--- src/rtl/pipe_pkg.sv ---
// Shared constants for the elastic pipeline-stage register: stage state
// encoding, default field width and field positions within a stage word.
package pipe_pkg;

   typedef enum logic [1:0] {
      ST_EMPTY = 2'd0,
      ST_ONE   = 2'd1,
      ST_FULL  = 2'd2
   } stage_state_e;

   localparam int unsigned FIELD_W = 32'd32;

   localparam int unsigned F_INSTR = 32'd0;
   localparam int unsigned F_PC    = 32'd1;
   localparam int unsigned F_C     = 32'd2;
   localparam int unsigned F_RD    = 32'd3;
   localparam int unsigned F_EXT   = 32'd4;
   localparam int unsigned F_HILO  = 32'd5;

endpackage

--- src/rtl/pipe_stage_skid_if.sv ---
// One valid/ready channel carrying NFIELDS packed W-bit fields.
// The producer uses the master modport and the consumer uses the slave modport.
interface pipe_stage_skid_if #(
   parameter int unsigned NFIELDS = 32'd6,
   parameter int unsigned W       = 32'd32
);
   logic                   valid;
   logic                   ready;
   logic [NFIELDS*W-1:0]   data;

   modport master (output valid, output data, input ready);
   modport slave  (input valid, input data, output ready);
endinterface

--- src/rtl/pipe_slot.sv ---
// One storage slot of the stage: a valid bit and a data word. Clearing the
// slot also zeroes the data, so an empty slot always holds a nop.
module pipe_slot
   import pipe_pkg::*;
#(
   parameter int unsigned NFIELDS = 32'd6,
   parameter int unsigned W       = FIELD_W
) (
   input  logic                 clk,
   input  logic                 reset,
   input  logic                 load,
   input  logic                 clear,
   input  logic [NFIELDS*W-1:0] d,
   output logic                 valid,
   output logic [NFIELDS*W-1:0] q
);

   logic                 valid_r;
   logic [NFIELDS*W-1:0] data_r;

   // Slot register; clear wins over load.
   always_ff @(posedge clk) begin
      if (reset || clear) begin
         valid_r <= 1'b0;
         data_r  <= {(NFIELDS*W){1'b0}};
      end else if (load) begin
         valid_r <= 1'b1;
         data_r  <= d;
      end else begin
         valid_r <= valid_r;
         data_r  <= data_r;
      end
   end

   assign valid = valid_r;
   assign q     = data_r;

endmodule

--- src/rtl/pipe_stage_skid.sv ---
// Elastic pipeline-stage register with an optional two-entry skid buffer,
// flush-to-bubble and all-zero data whenever the stage presents no beat.
module pipe_stage_skid
   import pipe_pkg::*;
#(
   parameter int unsigned NFIELDS = 32'd6,
   parameter int unsigned W       = FIELD_W,
   parameter int unsigned SKID    = 32'd1
) (
   input  logic                      clk,
   input  logic                      reset,
   input  logic                      flush,
   pipe_stage_skid_if.slave          in_if,
   pipe_stage_skid_if.master         out_if,
   output logic [1:0]                occupancy
);

   stage_state_e         state_r;
   stage_state_e         state_next_s;
   logic                 in_ready_s;
   logic                 push_s;
   logic                 pop_s;
   logic                 main_load_s;
   logic                 main_clear_s;
   logic [NFIELDS*W-1:0] main_d_s;
   logic                 main_valid_s;
   logic [NFIELDS*W-1:0] main_q_s;
   logic                 skid_load_s;
   logic                 skid_clear_s;
   logic                 skid_valid_s;
   logic [NFIELDS*W-1:0] skid_q_s;

   // With a skid slot, ready depends only on the state register, which breaks
   // the combinational ready path back from downstream.
   generate
      if (SKID != 32'd0) begin : g_ready_skid
         assign in_ready_s = (state_r != ST_FULL);
      end else begin : g_ready_single
         assign in_ready_s = !main_valid_s || out_if.ready;
      end
   endgenerate

   assign push_s = in_if.valid && in_ready_s;
   assign pop_s  = main_valid_s && out_if.ready;

   // Stage state register.
   always_ff @(posedge clk) begin
      if (reset) begin
         state_r <= ST_EMPTY;
      end else begin
         state_r <= state_next_s;
      end
   end

   // Next-state and slot control; flush overrides every handshake outcome.
   always_comb begin
      state_next_s = state_r;
      main_load_s  = 1'b0;
      main_clear_s = 1'b0;
      main_d_s     = in_if.data;
      skid_load_s  = 1'b0;
      skid_clear_s = 1'b0;
      case (state_r)
         ST_EMPTY: begin
            if (push_s) begin
               main_load_s  = 1'b1;
               state_next_s = ST_ONE;
            end else begin
               state_next_s = ST_EMPTY;
            end
         end
         ST_ONE: begin
            if (push_s && pop_s) begin
               main_load_s  = 1'b1;
               state_next_s = ST_ONE;
            end else if (push_s) begin
               skid_load_s  = 1'b1;
               state_next_s = ST_FULL;
            end else if (pop_s) begin
               main_clear_s = 1'b1;
               state_next_s = ST_EMPTY;
            end else begin
               state_next_s = ST_ONE;
            end
         end
         ST_FULL: begin
            if (pop_s) begin
               main_load_s  = 1'b1;
               main_d_s     = skid_q_s;
               skid_clear_s = 1'b1;
               state_next_s = ST_ONE;
            end else begin
               state_next_s = ST_FULL;
            end
         end
         default: begin
            main_clear_s = 1'b1;
            skid_clear_s = 1'b1;
            state_next_s = ST_EMPTY;
         end
      endcase
      if (flush) begin
         main_load_s  = 1'b0;
         skid_load_s  = 1'b0;
         main_clear_s = 1'b1;
         skid_clear_s = 1'b1;
         state_next_s = ST_EMPTY;
      end else begin
         state_next_s = state_next_s;
      end
   end

   pipe_slot #(.NFIELDS(NFIELDS), .W(W)) u_main (
      .clk   (clk),
      .reset (reset),
      .load  (main_load_s),
      .clear (main_clear_s),
      .d     (main_d_s),
      .valid (main_valid_s),
      .q     (main_q_s)
   );

   generate
      if (SKID != 32'd0) begin : g_skid
         pipe_slot #(.NFIELDS(NFIELDS), .W(W)) u_skid (
            .clk   (clk),
            .reset (reset),
            .load  (skid_load_s),
            .clear (skid_clear_s),
            .d     (in_if.data),
            .valid (skid_valid_s),
            .q     (skid_q_s)
         );
      end else begin : g_no_skid
         assign skid_valid_s = 1'b0;
         assign skid_q_s     = {(NFIELDS*W){1'b0}};
      end
   endgenerate

   assign in_if.ready  = in_ready_s;
   assign out_if.valid = main_valid_s;
   assign out_if.data  = main_q_s;
   // The skid slot is only ever valid together with the main slot.
   assign occupancy    = {skid_valid_s, main_valid_s & ~skid_valid_s};

endmodule

--- src/flat_wrapper.sv ---
// flat-port wrapper written by rule: the top's interface ports become plain ports
module pipe_stage_skid_flat import pipe_pkg::*;
#(
   parameter int unsigned NFIELDS = 32'd6,
   parameter int unsigned W       = FIELD_W,
   parameter int unsigned SKID    = 32'd1
)
  (clk, reset, flush, occupancy, in_if_valid, in_if_data, in_if_ready, out_if_valid, out_if_data, out_if_ready);
  pipe_stage_skid_if #(.NFIELDS(NFIELDS), .W(W)) in_if_i ();
  pipe_stage_skid_if #(.NFIELDS(NFIELDS), .W(W)) out_if_i ();
  input  logic clk;
  input  logic reset;
  input  logic flush;
  output logic [1:0] occupancy;
  input wire logic [$bits(in_if_i.valid)-1:0] in_if_valid;
  input wire logic [$bits(in_if_i.data)-1:0] in_if_data;
  output wire logic [$bits(in_if_i.ready)-1:0] in_if_ready;
  output wire logic [$bits(out_if_i.valid)-1:0] out_if_valid;
  output wire logic [$bits(out_if_i.data)-1:0] out_if_data;
  input wire logic [$bits(out_if_i.ready)-1:0] out_if_ready;
  assign in_if_i.valid = in_if_valid;
  assign in_if_i.data = in_if_data;
  assign in_if_ready = in_if_i.ready;
  assign out_if_valid = out_if_i.valid;
  assign out_if_data = out_if_i.data;
  assign out_if_i.ready = out_if_ready;
  pipe_stage_skid #(.NFIELDS(NFIELDS), .W(W), .SKID(SKID)) u_core (.clk(clk), .reset(reset), .flush(flush), .in_if(in_if_i), .out_if(out_if_i), .occupancy(occupancy));
endmodule
--- config.mk ---
export PLATFORM = sky130hd
export DESIGN_NAME = pipe_stage_skid_flat
export DESIGN_NICKNAME = d
export VERILOG_FILES = /design/src/rtl/pipe_pkg.sv /design/src/rtl/pipe_stage_skid_if.sv /design/src/rtl/pipe_slot.sv /design/src/rtl/pipe_stage_skid.sv /design/src/flat_wrapper.sv
export SDC_FILE = /design/constraint.sdc
export NUM_CORES = 1
export LEC_CHECK = 0
export ABC_AREA = 1
export CAP_MARGIN = 20
export CORE_MARGIN = 5
export CORE_UTILIZATION = 35
export DETAILED_ROUTE_END_ITERATION = 10
export SYNTH_ARGS = -nofsm -noshare
export SYNTH_HDL_FRONTEND = slang
export SYNTH_SLANG_ARGS = --single-unit
--- constraint.sdc ---
create_clock -name clk -period 3.5 [get_ports clk]
set_input_delay 0.7 -clock clk [delete_from_list [all_inputs] [get_ports clk]]
set_output_delay 0.7 -clock clk [all_outputs]
set_load 0.05 [all_outputs]
==> metrics.yaml <==
global_route:
  antenna_found_initial: 9
  grt_first_pass_wirelength_um: 95700
  grt_max_degree: 194
  grt_overflow: 0
  grt_pass1_vias: 17211
  grt_usage_pct: 20.5
drt:
  antenna_left: 0
  vias_per_cell: 4.95
  drt-initial-drc-count: 1296
  firstDrtPassIters: 5
  vias: 18441
  top_layer_used: "met4"
  wl_met3_um: 3180
  met2_length_um: 29300
  wirelength_um: 60100
  wl_met1_um: 25800
  post_drt_wl_per_cell_um: 16.1
  route.detailed.drc: 0
clock_network:
  tritoncts: "done"
  cts_htree_levels: 2
  clk_pin_slew_worst_paths_ps: 60
  cts_buffers: 46
  cts_resized: 0
  clk_latency_ps: 580
  clock-sinks: 388
  post_cts_buffers: 0
  cts_hold_buffers: 0
  clk_path_buf_depth: 3
  cts_root_buf: "clkbuf_16"
synthesis:
  synth_top_area_cell: "dfxtp_1"
  synth_compound_area_share_pct: 11.0
  synth_top_family_by_area: "simple AND/OR/NAND/NOR gates"
  synthTopCellsByArea: "dfxtp_1, nand2_1, nand3_1"
  synthSimpleGateAreaFrac_pct: 35.4
  syn_inst: 2766
  synthArstFlopShare_pct: 0
  synth_flop_cell: "dfxtp_1"
  ys_seq_elements: 388
  synth_fa_ha_area_share_pct: 0.0699
  syn-num-nets: 2964
  muxShareOfSynthArea_pct: 0
  synth_top_area_share_pct: 43.4
  synth_cell_types: 18
  synth-edff-count: 0
  synth-xor-area-share_pct: 0
  ys_warn_count: 0
  syn_area_per_cell_um2: 6.47
  ys_seq_area_share_pct: 43.4
  synth_most_common_cell: "nand2_1"
  synthesis.area_um2: 17900
  synthTopCellsByCount: "nand2_1, dfxtp_1, nand3_1, a21oi_1, nor2_1"
worst_hold_path:
  hold_class: "reg2reg"
final_layout:
  fillers: 5166
  finalNetCount: 3210
  layout-drive-gt1-share_pct: 3.94
  syn_to_final_growth_pct: 32.7
  instances_no_fill: 3723
floorplanning:
  ios: 393
  coreArea_um2: 50400
  dieWidth_um: 236
  die_area_um2: 55700
  num_rows: 82
  die_h_um: 236
  start_util_pct: 35.5
worst_setup_path:
  required_ps: 2800
  cp.arrival_ps: 2150
  critPathMaxStageDelay_ps: 860
  path_cells: "inv_2 -> nand2_2 -> clkdlybuf4s50_1"
  critPathBufInv: 2
  cp-end-kind: "output pin"
  critPathTopFamily: "buffers and inverters"
  cp-start-kind: "flip-flop"
  slowest_stage: "clkdlybuf4s50_1"
  worst-setup-path-type: "reg2out"
  crit_fanout: 7
timing:
  tns_ps: 0
  hold_viol_final: 0
  clock.fmax_mhz: 351
  hold_slack_ps: 458
  skew_ps: 18.4
  finalCriticalPeriod_ps: 2850
  finalCritPeriodShare_pct: 81.4
  tightest_slew_ps: 1030
  slew_headroom_pct: 31.6
  setup_viol: 0
  drv_slew: 0
  rsz0062_at_grt: "no"
power:
  p_seq_share_pct: 41.9
  ir_drop_mv: 0.294
  netSwitchingPower_uw: 2890
  pwr-share-clk_pct: 44.4
  power_frac_comb_pct: 13.7
  p_int_uw: 8010
  p_sw_share_pct: 26.5
  p_per_area_nw_per_um2: 459
  p_leak_uw: 0.00963
status:
  status: "completed"
place:
  dp_hpwl_um: 37400
  numPortBuffers: 392
  placedCellCount: 3636
  gp_congestion: 0.792
run:
  drv_cap: 0
[layer usage]
metal,vias up,track usage (%)
li1,9270,-
met1,8608,26.1
met2,470,35.1
met3,93,3.28
met4,0,7.78
met5,-,0
[area by class of cell]
class                      instances  area (µm²)  area share (%)
clock buffer                      65        1330            5.62
sequential                       388        7770            32.7
timing repair buffer             431        4480            18.9
clock inverter                    13         174           0.733
tap                              672         841            3.54
multi-input combinational       1946        8350            35.2
antenna                            9        22.5          0.0949
inverter                         199         764            3.22
[cells in the final DEF (no fill, tap or decap), drive strengths merged]
cell type / instances
a21oi: 385
o211ai: 1
ha: 1
nor2: 199
o21ai: 1
nand4: 1
dfxtp: 388
clkinv: 6
buf: 39
clkbuf: 65
diode: 9
clkinvlp: 2
clkdlybuf4s50: 392
a21boi: 2
inv: 200
bufinv: 4
nand2: 969
nand3: 387
[power by group through the flow]
stage	logic [µW]	clock network, µW	registers, µW
floorplan	630	0	4910
CTS	1500	4980	4560
detailed placement	1500	0	4660
global placement	1490	0	4660
finish	1490	4840	4560
global route	1630	5160	4570
[worst reg2reg max path, delay by kind of cell (launching register included)]
family                 cells  cell delay (ps)
AO/OA/AOI/OAI              1              160
buffers and inverters      2              630
flip-flops                 1              420
AND/OR/NAND/NOR            5             1160
[per-stage QoR]
stage | setup WS [ps] | cell area (µm²) | util (%) | power (µW)
4_1_cts | 613 | 23700 | 47.1 | 11000
5_1_grt | 566 | 23700 | 47.1 | 11400
2_1_floorplan | 1360 | 17900 | - | 5540
6_report | 653 | 23700 | 47.1 | 10900
3_3_place_gp | 445 | 22200 | 44.1 | 6150
3_5_place_dp | 425 | 22200 | 44.1 | 6160
[path summary, 6_finish.rpt]
path,from,to,slack [ps],depth (start not counted)
hold reg to reg,u_core.g_skid.u_skid.q[2],u_core.g_skid.u_skid.q[2],460,2
hold / removal,u_core.g_skid.u_skid.q[2],u_core.g_skid.u_skid.q[2],460,2
setup / recovery,u_core.state_r[0],in_if_ready,650,3
setup reg to reg,u_core.state_r[0],u_core.u_main.q[178],1020,8
[flip-flops by register name, indices dropped and copies added (netlist names)]
| name | cells |
|---|---|
| u_core.u_main.q | 192 |
| u_core.state_r | 2 |
| u_core.g_skid.u_skid.valid | 1 |
| u_core.g_skid.u_skid.q | 192 |
| u_core.u_main.valid | 1 |
[kinds of logic after synthesis]
family / after synthesis
and+or+nand+nor: 1556
buffers and inverters: 432
AOI/OAI and AO/OA: 389
DFF: 388
adders and majority gates: 1
Power figures use the tool's default switching activity.
